[src/rtl/shift_reg_stream_ctrl.sv]
// ---------------------------------------------------------------------------
// shift_reg_stream_ctrl
//
// Elastic Depth-stage delay line between a valid/ready producer and the
// accelerator datapath. Each stage carries a valid bit; a stage loads from
// its upstream neighbour whenever it is empty or everything downstream of it
// can move, so bubbles collapse and items pack toward the output under
// backpressure. Adds occupancy reporting, a drain sequence (stop intake,
// empty the pipe, pulse drain_done_o) and a single-cycle flush.
//
// Optional feature: define SHIFT_REG_STREAM_CTRL_STATS_EN to build the output
// stall counter (stall_cnt_o). Without it stall_cnt_o is tied to zero; the
// port list is the same in both builds.
//
// Ports:
//   clk_i         clock, rising edge
//   rst_i         asynchronous active-high reset (control state only)
//   in_data_i     input payload            in_valid_i / in_ready_o  handshake
//   out_data_o    last-stage payload       out_valid_o / out_ready_i handshake
//   flush_i       clear all stages (no handshakes in that cycle)
//   drain_i       pulse: stop intake and empty the pipe
//   count_o       number of valid stages (registered)
//   busy_o        controller is not IDLE
//   drain_done_o  one-cycle pulse on the first IDLE cycle after a drain
//   stall_cnt_o   cycles with out_valid_o=1 and out_ready_i=0 (saturating)
// ---------------------------------------------------------------------------
module shift_reg_stream_ctrl #(
  parameter int DataWidth = 8,
  parameter int Depth     = 4,
  parameter int CntWidth  = $clog2(Depth + 1)
) (
  input  logic                 clk_i,
  input  logic                 rst_i,
  input  logic [DataWidth-1:0] in_data_i,
  input  logic                 in_valid_i,
  output logic                 in_ready_o,
  output logic [DataWidth-1:0] out_data_o,
  output logic                 out_valid_o,
  input  logic                 out_ready_i,
  input  logic                 flush_i,
  input  logic                 drain_i,
  output logic [CntWidth-1:0]  count_o,
  output logic                 busy_o,
  output logic                 drain_done_o,
  output logic [31:0]          stall_cnt_o
);

  typedef enum logic [1:0] {
    IDLE  = 2'd0,
    RUN   = 2'd1,
    DRAIN = 2'd2
  } state_e;

  state_e                state_q, state_d;
  logic [Depth-1:0]      vld_p;
  logic [DataWidth-1:0]  data_p [Depth];
  logic [Depth-1:0]      rdy;
  logic                  in_hs, out_hs;
  logic [CntWidth-1:0]   count_q, count_d;
  logic                  drain_done_q, drain_done_d;

  function automatic logic [31:0] sat_inc32(input logic [31:0] v);
    return (v == 32'hFFFF_FFFF) ? v : v + 32'd1;
  endfunction

  // A stage may load when any stage from it to the output is empty, or the
  // output is being accepted. Written as a reduction over the downstream
  // valids rather than a ripple so the vector has no self-dependence.
  for (genvar k = 0; k < Depth; k++) begin : g_rdy
    assign rdy[k] = out_ready_i || !(&vld_p[Depth-1:k]);
  end

  assign in_ready_o   = rdy[0] && (state_q != DRAIN) && !flush_i;
  assign out_valid_o  = vld_p[Depth-1] && !flush_i;
  assign out_data_o   = data_p[Depth-1];
  assign in_hs        = in_valid_i && in_ready_o;
  assign out_hs       = out_valid_o && out_ready_i;
  assign count_o      = count_q;
  assign busy_o       = (state_q != IDLE);
  assign drain_done_o = drain_done_q;

  // ---- stage valids: shift with the ready chain, cleared by flush ----
  always_ff @(posedge clk_i or posedge rst_i) begin
    if (rst_i) begin
      vld_p <= '0;
    end else if (flush_i) begin
      vld_p <= '0;
    end else begin
      if (rdy[0]) vld_p[0] <= in_hs;
      for (int k = 1; k < Depth; k++) begin
        if (rdy[k]) vld_p[k] <= vld_p[k-1];
      end
    end
  end

  // ---- stage data: unreset, follows the same load enables ----
  always_ff @(posedge clk_i) begin
    if (rdy[0]) data_p[0] <= in_data_i;
    for (int k = 1; k < Depth; k++) begin
      if (rdy[k]) data_p[k] <= data_p[k-1];
    end
  end

  // Occupancy: handshakes cannot happen during flush, so clearing here keeps
  // count_q equal to the number of set valid bits.
  always_comb begin
    count_d = count_q;
    if (flush_i) begin
      count_d = '0;
    end else begin
      case ({in_hs, out_hs})
        2'b10:   count_d = count_q + CntWidth'(1);
        2'b01:   count_d = count_q - CntWidth'(1);
        default: count_d = count_q;
      endcase
    end
  end

  always_comb begin
    state_d      = state_q;
    drain_done_d = 1'b0;
    if (flush_i) begin
      state_d = IDLE;
    end else begin
      case (state_q)
        IDLE: begin
          if (drain_i)    state_d = DRAIN;
          else if (in_hs) state_d = RUN;
        end
        RUN: begin
          if (drain_i)              state_d = DRAIN;
          else if (count_d == '0)   state_d = IDLE;
        end
        DRAIN: begin
          // Registered pulse lands on the first IDLE cycle.
          if (count_d == '0) begin
            state_d      = IDLE;
            drain_done_d = 1'b1;
          end
        end
        default: state_d = IDLE;
      endcase
    end
  end

  always_ff @(posedge clk_i or posedge rst_i) begin
    if (rst_i) begin
      state_q      <= IDLE;
      count_q      <= '0;
      drain_done_q <= 1'b0;
    end else begin
      state_q      <= state_d;
      count_q      <= count_d;
      drain_done_q <= drain_done_d;
    end
  end

`ifdef SHIFT_REG_STREAM_CTRL_STATS_EN
  logic [31:0] stall_cnt_q;

  // Flush masks out_valid_o, so flush cycles never count as stalls.
  always_ff @(posedge clk_i or posedge rst_i) begin
    if (rst_i) begin
      stall_cnt_q <= 32'd0;
    end else if (out_valid_o && !out_ready_i) begin
      stall_cnt_q <= sat_inc32(stall_cnt_q);
    end
  end

  assign stall_cnt_o = stall_cnt_q;
`else
  assign stall_cnt_o = 32'd0;
`endif

endmodule

[config.mk]
export PLATFORM = sky130hd
export DESIGN_NAME = shift_reg_stream_ctrl
export DESIGN_NICKNAME = d
export VERILOG_FILES = /design/src/rtl/shift_reg_stream_ctrl.sv
export SDC_FILE = /design/constraint.sdc
export NUM_CORES = 1
export LEC_CHECK = 0
export ABC_CLOCK_PERIOD_IN_PS = 3000
export CAP_MARGIN = 20
export CORE_ASPECT_RATIO = 1.1
export CORE_MARGIN = 2
export CORE_UTILIZATION = 44
export CTS_CLUSTER_DIAMETER = 150
export DETAILED_ROUTE_END_ITERATION = 12
export PLACE_DENSITY_LB_ADDON = 0.12
export SLEW_MARGIN = 20
export SYNTH_ARGS = -nofsm -noshare
export SYNTH_HDL_FRONTEND = slang
export SYNTH_SLANG_ARGS = --single-unit
[constraint.sdc]
create_clock -name clk_i -period 3 [get_ports clk_i]
set_clock_uncertainty 0.1 [all_clocks]
set_input_delay 0.6 -clock clk_i [delete_from_list [all_inputs] [get_ports clk_i]]
set_output_delay 0.6 -clock clk_i [all_outputs]
set_load 0.03 [all_outputs]
=== After elaboration in Yosys (flattened, before gate mapping) ===
Memories as Yosys holds them, arrays and structs flattened.
Index checks and enable logic that the tools add are counted.

* Reduce and logical (&&, ||, !) cells: 24
* Add/sub/neg operators: 2
* Mux-type cells: 24
* Eq/ne operators: 6

{| class="wikitable"
|+ Operators with widths
! kind !! number
|-
| 1-bit 2-to-1 mux || 15
|-
| 2-bit 2-to-1 mux || 5
|-
| 2-bit nonzero test || 5
|-
| 2-bit case mux with 3 select lines || 1
|-
| 3-bit case mux with 2 select lines || 1
|-
| 1-bit logical AND || 5
|-
| 1-bit logical NOT || 5
|-
| 2-bit by 1-bit equality test with 1-bit output (second input constant) || 2
|-
| 2-bit equality test (second input constant) || 2
|-
| 1-bit logical OR || 4
|-
| 4-bit 2-to-1 mux || 1
|-
| 4-bit inequality test (second input constant) || 1
|-
| 4-bit AND reduction || 1
|-
| 3-bit by 1-bit adder with 3-bit output (second input constant) || 1
|-
| 3-bit logical NOT || 1
|-
| 3-bit 2-to-1 mux || 1
|-
| 3-bit AND reduction || 1
|-
| 3-bit by 1-bit subtractor with 3-bit output (second input constant) || 1
|-
| 2-bit logical NOT || 1
|-
| 2-bit inequality test (second input constant) || 1
|-
| 2-bit AND reduction || 1
|}

* Register bits after elaboration: 10
* Logic and storage cells: 64
* Bits in writable memories: 32
* Memories: 1
* Output and inout bits: 47
* Input port bits: 14

{| class="wikitable"
|+ Memory list
! name !! words !! bits a word !! rd ports !! clocked after memory_dff !! write ports !! line !! source
|-
| data_p || 4 || 8 || 4 || 0 || 4 || 56 || <nowiki>logic [DataWidth-1:0] data_p [Depth];</nowiki>
|}

=== Depth between registers and ports, before layout ===
* Word-level depth: 14
* Mapped depth: 9

=== Worst setup path before layout ===
Ideal clock, no wire load.

* Kind: input-to-reg
* Start: input out_ready_i
* End: register drain_done_q (netlist: drain_done_o)
* Setup time: 120 ps
* Setup slack: -43 ps
* Data required time: 2780 ps
* Cell stages on the path: 9
* Arrival time: 2823 ps
* Path through: and4b_4 > a211oi_2 > nand2_1 > ha_1 > fa_1 > xor2_1 > nor4b_2 > nor3_2 > and3b_1

* Longest elaborated chain between the ends: 11
* Elaborated cells between the ends (all ways): 13
* Classes of those cells: eq/ne: 2; mux: 5; reduce/logical: 6

{| class="wikitable"
|+ Ends and longest elaborated chain
! item !! line !! source
|-
| from (decl) || 39 || <nowiki>input logic out_ready_i,</nowiki>
|-
| 1-bit logical OR (*) || 70 || <nowiki>assign rdy[k] = out_ready_i || !(&vld_p[Depth-1:k]);</nowiki>
|-
| 1-bit logical AND (*) (2 in series) || 73 || <nowiki>assign in_ready_o = rdy[0] && (state_q != DRAIN) && !flush_i;</nowiki>
|-
| named net in_ready_o || 36 || <nowiki>output logic in_ready_o,</nowiki>
|-
| 1-bit logical AND (*) || 76 || <nowiki>assign in_hs = in_valid_i && in_ready_o;</nowiki>
|-
| 2-bit by 1-bit equality test with 1-bit output / 2-bit equality test (equally long branches) || 111 || <nowiki>case ({in_hs, out_hs})</nowiki>
|-
| 3-bit case mux with 2 select lines (*) || 111 ||
|-
| 3-bit 2-to-1 mux (*) || 108 || <nowiki>if (flush_i) begin</nowiki>
|-
| 3-bit logical NOT (*) || 136 || <nowiki>if (count_d == '0) begin</nowiki>
|-
| 1-bit 2-to-1 mux (*) || 136 ||
|-
| 1-bit 2-to-1 mux (*) || 125 || <nowiki>case (state_q)</nowiki>
|-
| 1-bit 2-to-1 mux (*) || 122 || <nowiki>if (flush_i) begin</nowiki>
|-
| named net drain_done_d || 60 || <nowiki>logic drain_done_q, drain_done_d;</nowiki>
|-
| to (signal assigned) || 154 || <nowiki>drain_done_q <= drain_done_d;</nowiki>
|-
| to (decl) || 60 ||
|}

The timed path passes the listed nets; every way through them passes the cells marked *.
A chain may end at the register's enable or synchronous reset.

=== Final worst setup path ===
* Start: input flush_i
* End: output out_valid_o

* Longest elaborated chain between the ends: 2

{| class="wikitable"
|+ Ends and longest elaborated chain
! item !! line !! source
|-
| from (decl) || 40 || <nowiki>input logic flush_i,</nowiki>
|-
| 1-bit logical NOT || 74 || <nowiki>assign out_valid_o = vld_p[Depth-1] && !flush_i;</nowiki>
|-
| 1-bit logical AND || 74 ||
|-
| to (decl) || 38 || <nowiki>output logic out_valid_o,</nowiki>
|}

Every way passes these cells.

==> flow_summary.json <==
{
  "run_status": "completed",
  "p_sw_share_pct": 25.5,
  "drv_slew": 0,
  "yosysSeqAreaShare_pct": 69.5,
  "end_kind": "output pin",
  "grt_overflow": 0,
  "post-route-util_pct": 55.7,
  "viasPerCell": 4.04,
  "rsz0062_at_grt": "false",
  "cts_tree": "built",
  "setup_violations": 0,
  "switching_power_mw": 0.299,
  "drtAntennaViolNets": 0,
  "die_h_um": 70.0,
  "io_buffers": 28,
  "dieArea_um2": 4480,
  "die_width_um": 64.0,
  "hp-class": "flop to flop",
  "grt_max_degree": 16,
  "setup_slack_ps": 168,
  "p_leak_nw": 0.911,
  "clockBufferDepth": 2,
  "rows": 24,
  "max_freq_ghz": 0.353,
  "routedWlPerCell_um": 9.79,
  "root_buffer": "clkbuf_8",
  "finalHoldViolations": 0,
  "postRouteWirelength_um": 2090,
  "ys_types": 26,
  "post-route-min-period_ps": 2830,
  "cp_data_arrival_time_ps": 2130,
  "regArea_um2": 1210,
  "start_util_pct": 45.0,
  "diodes": 0,
  "io_pins": 61,
  "drtIter0Drc": 4,
  "clockPowerShare_pct": 29.9,
  "netlist_area_um2": 1740,
  "drive_gt1_share_pct": 19.3,
  "grt_pass1_vias": 829,
  "grt_pass1_wl_um": 3590,
  "cp.required_ps": 2300,
  "drc": 0,
  "fin_tns_setup_ps": 0,
  "reg2reg_from": "vld_p[2]",
  "pwr-share-seq_pct": 56.7,
  "ys_ff_latch": 42,
  "powerDensity_nw_per_um2": 543,
  "r2r_end": "state_q[1]",
  "ir_worst_vdd_mv": 0.483,
  "timing.hold.ws_ps": 319,
  "cts_sinks": 42,
  "crit_path_max_fanout": 5,
  "crit_end": "out_valid_o",
  "crit_type": "primary input to output pin",
  "multi_input_comb_area_um2": 420,
  "core_um2": 3870,
  "syn_avg_cell_area_um2": 14.9,
  "num-fill-cells": 338,
  "synth_warnings": 0,
  "cp-startpoint": "flush_i",
  "drv_cap": 0,
  "route.vias.total": 861,
  "place_congestion": 0.761,
  "grt_antenna_before_repair": 0,
  "reg2regPathDepth": 9,
  "dpl.hpwl_um": 1620,
  "power_frac_comb_pct": 13.4,
  "syn_inst": 117,
  "min_period_over_period_pct": 94.4,
  "final_nets": 176,
  "cts_made_buffers": 5,
  "clock_latency_ps": 280,
  "rrSetupSlack_ps": 480,
  "grt_usage_pct": 10.6,
  "place_ws_ps": -327,
  "h-tree-depth": 2,
  "p_int_mw": 0.873,
  "drtPass1Iterations": 4,
  "cp-start-kind": "primary input",
  "path_clk_slew_ps": 80,
  "area_delta_synth_final_pct": 23.9
}
==> registers in the layout, indices dropped and copies added (netlist names) <==
name          flops
drain_done_o      1
count_o           3
vld_p             4
data_p           32
state_q           2
==> synth_stat cells <==
| library cell | n | area, um2 |
|---|---|---|
| ha_1 | 1 | 12.5 |
| buf_2 | 1 | 5.00 |
| fa_1 | 1 | 20.0 |
| and3b_1 | 1 | 8.76 |
| and4b_4 | 1 | 13.8 |
| xor2_1 | 2 | 17.5 |
| nor2b_1 | 2 | 12.5 |
| conb_1 | 1 | 3.75 |
| o31ai_1 | 1 | 7.51 |
| nor3_2 | 1 | 10.0 |
| a21oi_1 | 5 | 25.0 |
| or3_1 | 1 | 6.26 |
| mux2i_1 | 1 | 10.0 |
| nor4b_2 | 1 | 15.0 |
| nand2b_1 | 2 | 12.5 |
| and2_1 | 1 | 6.26 |
| or2_2 | 2 | 12.5 |
| o21ai_0 | 1 | 5.00 |
| a211oi_2 | 2 | 25.0 |
| nand2_1 | 3 | 11.3 |
| edfxtp_1 | 32 | 961 |
| inv_1 | 4 | 15.0 |
| buf_4 | 32 | 240 |
| dfrtp_1 | 10 | 250 |
| nor2_1 | 7 | 26.3 |
| and2b_4 | 1 | 10.0 |
==> metal layers <==
| layer | vias up | routed length (um) | GRT usage (%) |
|---|---|---|---|
| met5 | - | 0 | 0 |
| met3 | 4 | 185 | 4.03 |
| met2 | 50 | 1070 | 17.8 |
| li1 | 420 | - | - |
| met4 | 0 | 36 | 4.35 |
| met1 | 387 | 795 | 11.9 |
==> worst min-delay path by stage <==
stage / from / cells after the start / slack (ps) / end
5_1_grt: data_p[1][1] / 0 / 330 / data_p[2][1]
4_1_cts: data_p[1][1] / 0 / 320 / data_p[2][1]
6_report: data_p[1][1] / 0 / 320 / data_p[2][1]
2_1_floorplan: data_p[0][0] / 0 / 300 / data_p[1][0]
3_5_place_dp: data_p[0][6] / 0 / 300 / data_p[1][6]
3_3_place_gp: data_p[0][5] / 0 / 300 / data_p[1][5]
==> logic make-up (layout without fill, tap and decap cells) <==
logic type      after synthesis  after routing  synth area share (%)
xor+xnor                      2              2                  1.01
other cells                   1             32                 0.215
buf+inv                      37             50                  14.9
fa+ha+maj                     2              2                  1.87
simple gates                 23             23                  8.33
compound gates                9              9                  3.59
flops                        42             42                  69.5
mux                           1              1                 0.574
==> through the flow <==
stage / instance area (um2) / total power, mW / instances
5_1_grt: 2160 / 1.23 / 213
3_5_place_dp: 2030 / 0.830 / 204
3_3_place_gp: 2030 / 0.828 / 204
6_report: 2160 / 1.17 / 213
4_1_cts: 2130 / 1.19 / 212
2_1_floorplan: 1870 / 0.809 / 148
==> area by class of cell <==
class	instances	area share, %
Tap cell	52	3.01
Inverter	4	0.695
Multi-Input combinational cell	69	19.5
Clock inverter	3	1.10
Timing Repair Buffer	38	16.5
Sequential cell	42	56.1
Clock buffer	5	3.19
==> placed cells by master, fill, tap and decap left out, types with 2 or more instances in the layout <==
cell type | netlist | layout
clkinvlp_4 | 0 | 2
nand2b_1 | 2 | 2
nand2_1 | 3 | 3
clkbuf_8 | 0 | 5
inv_1 | 4 | 4
or2_2 | 2 | 2
edfxtp_1 | 32 | 32
dfrtp_1 | 10 | 10
buf_4 | 32 | 11
nor2_1 | 7 | 7
nor2b_1 | 2 | 2
a21oi_1 | 5 | 4
clkdlybuf4s50_1 | 0 | 26
conb_1 | 1 | 32
==> repair_timing <==
item	4_1_cts	5_1_grt
resized for setup	1	5
pin swaps	0	4
setup endpoints to repair	3	3
buffers inserted	0	1
hold buffers	0	0
==> power by group through the flow <==
stage	logic [mW]	clock network [mW]	registers, mW
floorplan	0.115	0	0.694
global placement	0.151	0	0.678
detailed placement	0.152	0	0.678
CTS	0.154	0.368	0.665
global route	0.166	0.394	0.669
finish	0.157	0.351	0.665
==> worst max-delay path, stage by stage <==
cell and delay [ps]:
clkdlybuf4s50_1 550, nor2b_1 200, buf_4 120, clkdlybuf4s50_1 660
Power figures use the tool's default switching activity.
